[config.mk]
export PLATFORM = sky130hd
export DESIGN_NAME = decode_sequencer
export DESIGN_NICKNAME = d
export VERILOG_FILES = /design/src/rtl/decode_pkg.sv /design/src/rtl/decode_fields.sv /design/src/rtl/decode_sequencer.sv
export SDC_FILE = /design/constraint.sdc
export NUM_CORES = 1
export LEC_CHECK = 0
export ABC_CLOCK_PERIOD_IN_PS = 3600
export CAP_MARGIN = 20
export CORE_ASPECT_RATIO = 0.6
export CORE_UTILIZATION = 51
export CTS_BUF_LIST = sky130_fd_sc_hd__clkbuf_8
export CTS_CLUSTER_SIZE = 14
export DETAILED_ROUTE_END_ITERATION = 16
export GPL_ROUTABILITY_DRIVEN = 0
export GPL_TIMING_DRIVEN = 1
export PLACE_DENSITY = 0.88
export RECOVER_POWER = 25
export SLEW_MARGIN = 20
export SYNTH_ARGS = -nofsm -noshare
export SYNTH_HDL_FRONTEND = slang
export SYNTH_HIERARCHICAL = 1
export SYNTH_SLANG_ARGS = --single-unit
[constraint.sdc]
create_clock -name clk -period 3.6 [get_ports clk]
set_input_delay 0.54 -clock clk [delete_from_list [all_inputs] [get_ports clk]]
set_output_delay 0.54 -clock clk [all_outputs]
set_load 0.1 [all_outputs]
[src/rtl/decode_pkg.sv]
// Shared encodings for the instruction decode sequencer: opcode/op
// constants, FSM state and instruction class enumerations.
package decode_pkg;

  localparam logic [2:0] OPC_MOV    = 3'b110;
  localparam logic [2:0] OPC_ALU    = 3'b101;

  localparam logic [1:0] OP_ADD     = 2'b00;
  localparam logic [1:0] OP_CMP     = 2'b01;
  localparam logic [1:0] OP_AND     = 2'b10;
  localparam logic [1:0] OP_MVN     = 2'b11;
  localparam logic [1:0] OP_MOV_IMM = 2'b10;
  localparam logic [1:0] OP_MOV_REG = 2'b00;

  typedef enum logic [2:0] {
    ST_IDLE = 3'd0,
    ST_RD1  = 3'd1,
    ST_RD2  = 3'd2,
    ST_WR   = 3'd3,
    ST_ERR  = 3'd4
  } state_t;

  typedef enum logic [2:0] {
    CLS_MOV_IMM = 3'd0,
    CLS_MOV_REG = 3'd1,
    CLS_ALU2    = 3'd2,
    CLS_CMP     = 3'd3,
    CLS_MVN     = 3'd4,
    CLS_ILLEGAL = 3'd5
  } cls_t;

  // Classes that read both Rn (operand A) and Rm (operand B).
  function automatic logic needs_two_reads(input cls_t c);
    return (c == CLS_ALU2) || (c == CLS_CMP);
  endfunction

endpackage

[src/rtl/decode_fields.sv]
// Combinational field extraction, immediate sign extension and
// instruction classification for one 16-bit instruction word.
module decode_fields
  import decode_pkg::*;
#(
  parameter int DATA_W = 16
) (
  input  logic [15:0]       instr,
  output logic [2:0]        opcode,
  output logic [1:0]        op,
  output logic [1:0]        shift,
  output logic [2:0]        rn,
  output logic [2:0]        rd,
  output logic [2:0]        rm,
  output logic [DATA_W-1:0] sximm5,
  output logic [DATA_W-1:0] sximm8,
  output cls_t              cls
);

  assign opcode = instr[15:13];
  assign op     = instr[12:11];
  assign rn     = instr[10:8];
  assign rd     = instr[7:5];
  assign shift  = instr[4:3];
  assign rm     = instr[2:0];

  assign sximm5 = {{(DATA_W-5){instr[4]}}, instr[4:0]};
  assign sximm8 = {{(DATA_W-8){instr[7]}}, instr[7:0]};

  // Map opcode/op onto an instruction class; anything unlisted is illegal.
  always_comb begin
    cls = CLS_ILLEGAL;
    case (opcode)
      OPC_MOV: begin
        case (op)
          OP_MOV_IMM: cls = CLS_MOV_IMM;
          OP_MOV_REG: cls = CLS_MOV_REG;
          default:    cls = CLS_ILLEGAL;
        endcase
      end
      OPC_ALU: begin
        case (op)
          OP_ADD:  cls = CLS_ALU2;
          OP_AND:  cls = CLS_ALU2;
          OP_CMP:  cls = CLS_CMP;
          OP_MVN:  cls = CLS_MVN;
          default: cls = CLS_ILLEGAL;
        endcase
      end
      default: cls = CLS_ILLEGAL;
    endcase
  end

endmodule

[src/rtl/decode_sequencer.sv]
// Handshaked instruction decoder: latches one instruction and steps the
// register-file read/write selects one micro-step per accepted cycle.
module decode_sequencer
  import decode_pkg::*;
#(
  parameter int DATA_W     = 16,
  parameter int READ_PORTS = 2
) (
  input  logic              clk,
  input  logic              reset,
  input  logic              in_valid,
  input  logic [15:0]       in_instr,
  output logic              in_ready,
  output logic              step_valid,
  input  logic              step_ready,
  output logic              rd_en,
  output logic [2:0]        rd_num,
  output logic              rd_slot,
  output logic              rd2_en,
  output logic [2:0]        rd2_num,
  output logic              wr_en,
  output logic [2:0]        wr_num,
  output logic              status_en,
  output logic [2:0]        opcode,
  output logic [1:0]        alu_op,
  output logic [1:0]        shift,
  output logic [DATA_W-1:0] sximm5,
  output logic [DATA_W-1:0] sximm8,
  output logic              done,
  output logic              illegal
);

  localparam bit DUAL_PORT = (READ_PORTS == 2);

  state_t            state_q, state_d;
  logic [15:0]       ir_q, ir_d;
  logic              step_valid_q, step_valid_d;
  logic              rd_en_q, rd_en_d;
  logic [2:0]        rd_num_q, rd_num_d;
  logic              rd_slot_q, rd_slot_d;
  logic              rd2_en_q, rd2_en_d;
  logic [2:0]        rd2_num_q, rd2_num_d;
  logic              wr_en_q, wr_en_d;
  logic [2:0]        wr_num_q, wr_num_d;
  logic              status_en_q, status_en_d;
  logic              illegal_q, illegal_d;
  logic [2:0]        opcode_q, opcode_d;
  logic [1:0]        alu_op_q, alu_op_d;
  logic [1:0]        shift_q, shift_d;
  logic [DATA_W-1:0] sximm5_q, sximm5_d;
  logic [DATA_W-1:0] sximm8_q, sximm8_d;

  logic              accept_s;
  logic              fire_s;
  logic [2:0]        f_opcode_s, f_rn_s, f_rd_s, f_rm_s;
  logic [1:0]        f_op_s, f_shift_s;
  logic [DATA_W-1:0] f_sximm5_s, f_sximm8_s;
  cls_t              f_cls_s;

  assign in_ready = (state_q == ST_IDLE) && !reset;
  assign accept_s = in_valid && in_ready;
  assign fire_s   = step_valid_q && step_ready;

  // Decode the instruction the register will hold next cycle, so the
  // registered step outputs line up with the state they belong to.
  decode_fields #(.DATA_W(DATA_W)) u_fields (
    .instr  (ir_d),
    .opcode (f_opcode_s),
    .op     (f_op_s),
    .shift  (f_shift_s),
    .rn     (f_rn_s),
    .rd     (f_rd_s),
    .rm     (f_rm_s),
    .sximm5 (f_sximm5_s),
    .sximm8 (f_sximm8_s),
    .cls    (f_cls_s)
  );

  // Next instruction register value and next FSM state.
  always_comb begin
    if (accept_s) begin
      ir_d = in_instr;
    end else begin
      ir_d = ir_q;
    end
    state_d = state_q;
    case (state_q)
      ST_IDLE: begin
        if (!accept_s) begin
          state_d = ST_IDLE;
        end else if (f_cls_s == CLS_ILLEGAL) begin
          state_d = ST_ERR;
        end else if (f_cls_s == CLS_MOV_IMM) begin
          state_d = ST_WR;
        end else begin
          state_d = ST_RD1;
        end
      end
      ST_RD1: begin
        if (!fire_s) begin
          state_d = ST_RD1;
        end else if (needs_two_reads(f_cls_s) && !DUAL_PORT) begin
          state_d = ST_RD2;
        end else begin
          state_d = ST_WR;
        end
      end
      ST_RD2: begin
        if (fire_s) begin
          state_d = ST_WR;
        end else begin
          state_d = ST_RD2;
        end
      end
      ST_WR: begin
        if (fire_s) begin
          state_d = ST_IDLE;
        end else begin
          state_d = ST_WR;
        end
      end
      ST_ERR:  state_d = ST_IDLE;
      default: state_d = ST_IDLE;
    endcase
  end

  // Step outputs for the state being entered; fields simply follow ir_d.
  always_comb begin
    step_valid_d = 1'b0;
    rd_en_d      = 1'b0;
    rd_num_d     = 3'd0;
    rd_slot_d    = 1'b0;
    rd2_en_d     = 1'b0;
    rd2_num_d    = 3'd0;
    wr_en_d      = 1'b0;
    wr_num_d     = 3'd0;
    status_en_d  = 1'b0;
    illegal_d    = 1'b0;
    opcode_d     = f_opcode_s;
    alu_op_d     = f_op_s;
    shift_d      = f_shift_s;
    sximm5_d     = f_sximm5_s;
    sximm8_d     = f_sximm8_s;
    case (state_d)
      ST_RD1: begin
        step_valid_d = 1'b1;
        rd_en_d      = 1'b1;
        if (needs_two_reads(f_cls_s)) begin
          rd_num_d  = f_rn_s;
          rd_slot_d = 1'b0;
          if (DUAL_PORT) begin
            rd2_en_d  = 1'b1;
            rd2_num_d = f_rm_s;
          end else begin
            rd2_en_d  = 1'b0;
            rd2_num_d = 3'd0;
          end
        end else begin
          rd_num_d  = f_rm_s;
          rd_slot_d = 1'b1;
        end
      end
      ST_RD2: begin
        step_valid_d = 1'b1;
        rd_en_d      = 1'b1;
        rd_num_d     = f_rm_s;
        rd_slot_d    = 1'b1;
      end
      ST_WR: begin
        step_valid_d = 1'b1;
        case (f_cls_s)
          CLS_MOV_IMM: begin
            wr_en_d  = 1'b1;
            wr_num_d = f_rn_s;
          end
          CLS_CMP: status_en_d = 1'b1;
          default: begin
            wr_en_d  = 1'b1;
            wr_num_d = f_rd_s;
          end
        endcase
      end
      ST_ERR:  illegal_d = 1'b1;
      default: step_valid_d = 1'b0;
    endcase
  end

  // State, instruction and output registers with synchronous reset.
  always_ff @(posedge clk) begin
    if (reset) begin
      state_q      <= ST_IDLE;
      ir_q         <= 16'h0000;
      step_valid_q <= 1'b0;
      rd_en_q      <= 1'b0;
      rd_num_q     <= 3'd0;
      rd_slot_q    <= 1'b0;
      rd2_en_q     <= 1'b0;
      rd2_num_q    <= 3'd0;
      wr_en_q      <= 1'b0;
      wr_num_q     <= 3'd0;
      status_en_q  <= 1'b0;
      illegal_q    <= 1'b0;
      opcode_q     <= 3'd0;
      alu_op_q     <= 2'd0;
      shift_q      <= 2'd0;
      sximm5_q     <= '0;
      sximm8_q     <= '0;
    end else begin
      state_q      <= state_d;
      ir_q         <= ir_d;
      step_valid_q <= step_valid_d;
      rd_en_q      <= rd_en_d;
      rd_num_q     <= rd_num_d;
      rd_slot_q    <= rd_slot_d;
      rd2_en_q     <= rd2_en_d;
      rd2_num_q    <= rd2_num_d;
      wr_en_q      <= wr_en_d;
      wr_num_q     <= wr_num_d;
      status_en_q  <= status_en_d;
      illegal_q    <= illegal_d;
      opcode_q     <= opcode_d;
      alu_op_q     <= alu_op_d;
      shift_q      <= shift_d;
      sximm5_q     <= sximm5_d;
      sximm8_q     <= sximm8_d;
    end
  end

  // done marks the WR step being consumed; suppressed while in reset.
  assign done       = fire_s && (state_q == ST_WR) && !reset;
  assign step_valid = step_valid_q;
  assign rd_en      = rd_en_q;
  assign rd_num     = rd_num_q;
  assign rd_slot    = rd_slot_q;
  assign rd2_en     = rd2_en_q;
  assign rd2_num    = rd2_num_q;
  assign wr_en      = wr_en_q;
  assign wr_num     = wr_num_q;
  assign status_en  = status_en_q;
  assign illegal    = illegal_q;
  assign opcode     = opcode_q;
  assign alu_op     = alu_op_q;
  assign shift      = shift_q;
  assign sximm5     = sximm5_q;
  assign sximm8     = sximm8_q;

endmodule
==> results of run 1 <==
placed cells by master, fill, tap and decap left out, drive strengths merged, types with 3 or more instances in the layout:
cell type,count
bufinv,3
a22oi,3
and2,4
dfxtp,74
mux2,16
inv,4
clkbuf,9
o21ai,3
a21oi,7
a22o,3
nor2b,57
buf,5
nor2,12
nand3,3
clkdlybuf4s50,73
nand2,7
layer usage:
layer  GRT usage  part of all wire  vias to the layer above
met4      0.0861             0.011                        0
met5           0                 0                        -
li1            -                 -                      873
met2       0.276              0.43                       67
met3      0.0784             0.063                        8
met1       0.220              0.49                      770
cells in the mapped netlist (all sizes together) (2+ instances only):
library cell	number	share of area
nand2b	2	0.0043
o21ai	3	0.0052
and2	4	0.0087
inv	2	0.0026
nor4b	2	0.0082
a21o	2	0.0052
nor2	12	0.016
a21oi	7	0.012
nand3	3	0.0052
buf	51	0.14
a22oi	3	0.0078
a22o	3	0.0091
clkbuf	7	0.0091
mux2	16	0.079
dfxtp	74	0.51
nand2	7	0.010
nor2b	57	0.13
stage by stage:
stage | power [mW] | setup WS [ps] | util | hold slack (ps) | cells
after floorplan | 1.22 | -45.3 | - | 552 | 267
after global placement | 1.24 | 494 | 0.635 | 588 | 353
after detailed placement | 1.25 | 379 | 0.635 | 590 | 353
after CTS | 2.00 | 576 | 0.681 | 588 | 369
after global routing | 2.05 | 210 | 0.677 | 613 | 369
final | 1.98 | 451 | 0.677 | 606 | 369
state kept, by name (all words and copies together), names as in the netlist, 2 cells and up:
register,count
alu_op,2
sximm8,16
shift,2
sximm5,16
wr_num,3
rd2_num,3
rd_num,3
state_q,3
opcode,3
ir_q,16
cell type report:
cell class,instances,area (um2)
Clock buffer,9,124
Clock inverter,7,118
Fill cell,418,1700
Inverter,2,7.51
Multi-Input combinational cell,133,981
Sequential cell,74,1480
Tap cell,66,82.6
Timing Repair Buffer,78,766
power breakdown:
part / switching, mW / total, mW / internal (mW) / leakage (nW)
Combinational: 0.252 / 0.359 / 0.107 / 0.675
Clock: 0.299 / 0.758 / 0.460 / 0.117
Sequential: 0.0107 / 0.863 / 0.852 / 0.603
Total: 0.561 / 1.98 / 1.42 / 1.39
worst reg2reg max path: stages (launching register included):
cell                       delay, ps
sky130_fd_sc_hd__dfxtp_1         380
sky130_fd_sc_hd__nor4_4          380
sky130_fd_sc_hd__nand2_1         350
sky130_fd_sc_hd__mux2_4          440
sky130_fd_sc_hd__nand2b_4         80
sky130_fd_sc_hd__a21oi_2          40
sky130_fd_sc_hd__o21ai_0         450
sky130_fd_sc_hd__nand3b_1        260
sky130_fd_sc_hd__nand3_1         170
sky130_fd_sc_hd__nand2_1          70
sky130_fd_sc_hd__a31o_2          240
sky130_fd_sc_hd__a22o_1          180
path summary, 6_finish.rpt:
path	from	endpoint	slack, ps	cells after the start
max	state_q[2]	rd_num[2]	450	11
min	reset	state_q[0]	610	4
min reg2reg	ir_q[14]	opcode[1]	610	2
max reg2reg	state_q[2]	rd_num[2]	450	11
logic make-up (layout without fill, tap and decap cells):
logic type / Yosys count / in the layout / share of synthesized area
AO/OA/AOI/OAI: 22 / 22 / 0.0507
XOR/XNOR: 1 / 1 / 0.00303
buffers and inverters: 60 / 96 / 0.148
flip-flops: 74 / 74 / 0.513
multiplexers: 17 / 17 / 0.0841
AND/OR/NAND/NOR: 93 / 93 / 0.201
==> impl_metrics.toml, run 1 <==
[global_routing]
vias_in_the_first_global_route = 1626
grt_remaining_overflow = 0
grt_antenna_before_repair = 0
grt.total_usage = 0.179
first_pass_grt_wire_length_um = 7720
grt_start_max_net_pins = 61

[outcome]
run_status = "completed"

[clocking]
clockBufferDepth = 2
hold_fix_buffer_count_after_cts = 0
tritoncts.num_buffers = 9
cts_root_buf = "sky130_fd_sc_hd__clkbuf_8"
cts_setup_buffers = 0
cts.repair.resized = 0
cts.reportedPaths.clkPinSlew_ps = 80
tritoncts = "done"
clock_sink_count = 74
clk_latency_ps = 340
h-tree-depth = 3

[synth]
most_used_flip_flop_cell_after_synthesis = "sky130_fd_sc_hd__dfxtp_1"
yosysUniqueCellTypes = 35
postSynthCellCount = 267
post_synthesis_net_count = 287
post_synth_arst_share = 0
synth.yosys.seq_area_share = 0.513
ys_warn_count = 6
post_syn_area_um2 = 2890
postSynthRegisterBits = 74
synth_edf_count = 0
syn-mean-instance-area_um2 = 10.8

[timing]
rsz0062_at_grt = "false"
tightestPinTransition_ps = 998
final.setup_skew_ps = 7.31
timing.max_slew.rel_slack = 0.332
achievable-frequency_ghz = 0.318
min_clock_period_post_route_ps = 3150
totalNegativeSetupSlack_ps = 0
setup_viol = 0
final_max_slew_viol_count = 0
hold_viol_final = 0
layout_worst_path_cycle_share = 0.875

[worst_setup_path]
crit_path_top_delay_cell = "sky130_fd_sc_hd__o21ai_0"
timing.critical_path.required_ps = 3840
cpMostUsedCell = "sky130_fd_sc_hd__nand2_1"
critical-path-top-delay-family = "simple AND/OR/NAND/NOR gates"
critical_path.max_fanout = 9
cp-start-kind = "flip-flop"
critical_path.cell_chain = "nor4_4 > nand2_1 > mux2_4 > nand2b_4 > a21oi_2 > o21ai_0 > nand3b_1 > nand3_1 > nand2_1 > a31o_2 > a22o_1"
ws_path_type = "flip-flop to flip-flop"
crit_path_end_kind = "flip-flop"
crit_buf_inv = 0
critical-path-max-stage-delay_ps = 450
critPathArrivalTime_ps = 3390

[floorplanning]
fp.dieW_um = 99.1
die-area_um2 = 5980
boundaryPins = 77
die_y_um = 60.3
floorplan.initialDensity = 0.550
fp.coreArea_um2 = 5260
num_rows = 20

[placement]
dpl_cell_area_um2 = 3340
port_buffers = 76
place.detailed.hpwl_um = 3430

[hold_path]
hold_path_class = "input pin to flip-flop"

[run]
max_cap_viol_count = 0

[detailed_routing]
routed_wl_um = 4970
detail_route.drc_violations = 0
detailedRoute.firstPassIterationCount = 4
detail_route.iter0.violations = 68
avgRoutedWirePerCell_um = 13.5
route.vias.total = 1718
remaining_number_of_nets_flagged_by_the_antenna_check_after_routing = 0
route.detailed.vias_per_inst = 4.66

[finish]
drive_gt1_frac = 0.139
design_area_um2 = 3560
final_net_count = 318
syn2layout_area_growth_pct = 23.3
antenna_cells_inserted = 0

[power_and_ir_drop]
cellLeakagePower_nw = 1.39
cellPowerDensity_nw_per_um2 = 556
vdd_ir_drop_max_v = 0.000256
Note: power is estimated with default switching activity, not from simulation.
==> inputs of run 2 (changes only) <==
- SKIP_CTS_REPAIR_TIMING: unset -> 1
==> results of run 2 <==
The final DEF is identical to that of run 1; final timing and power are the same.
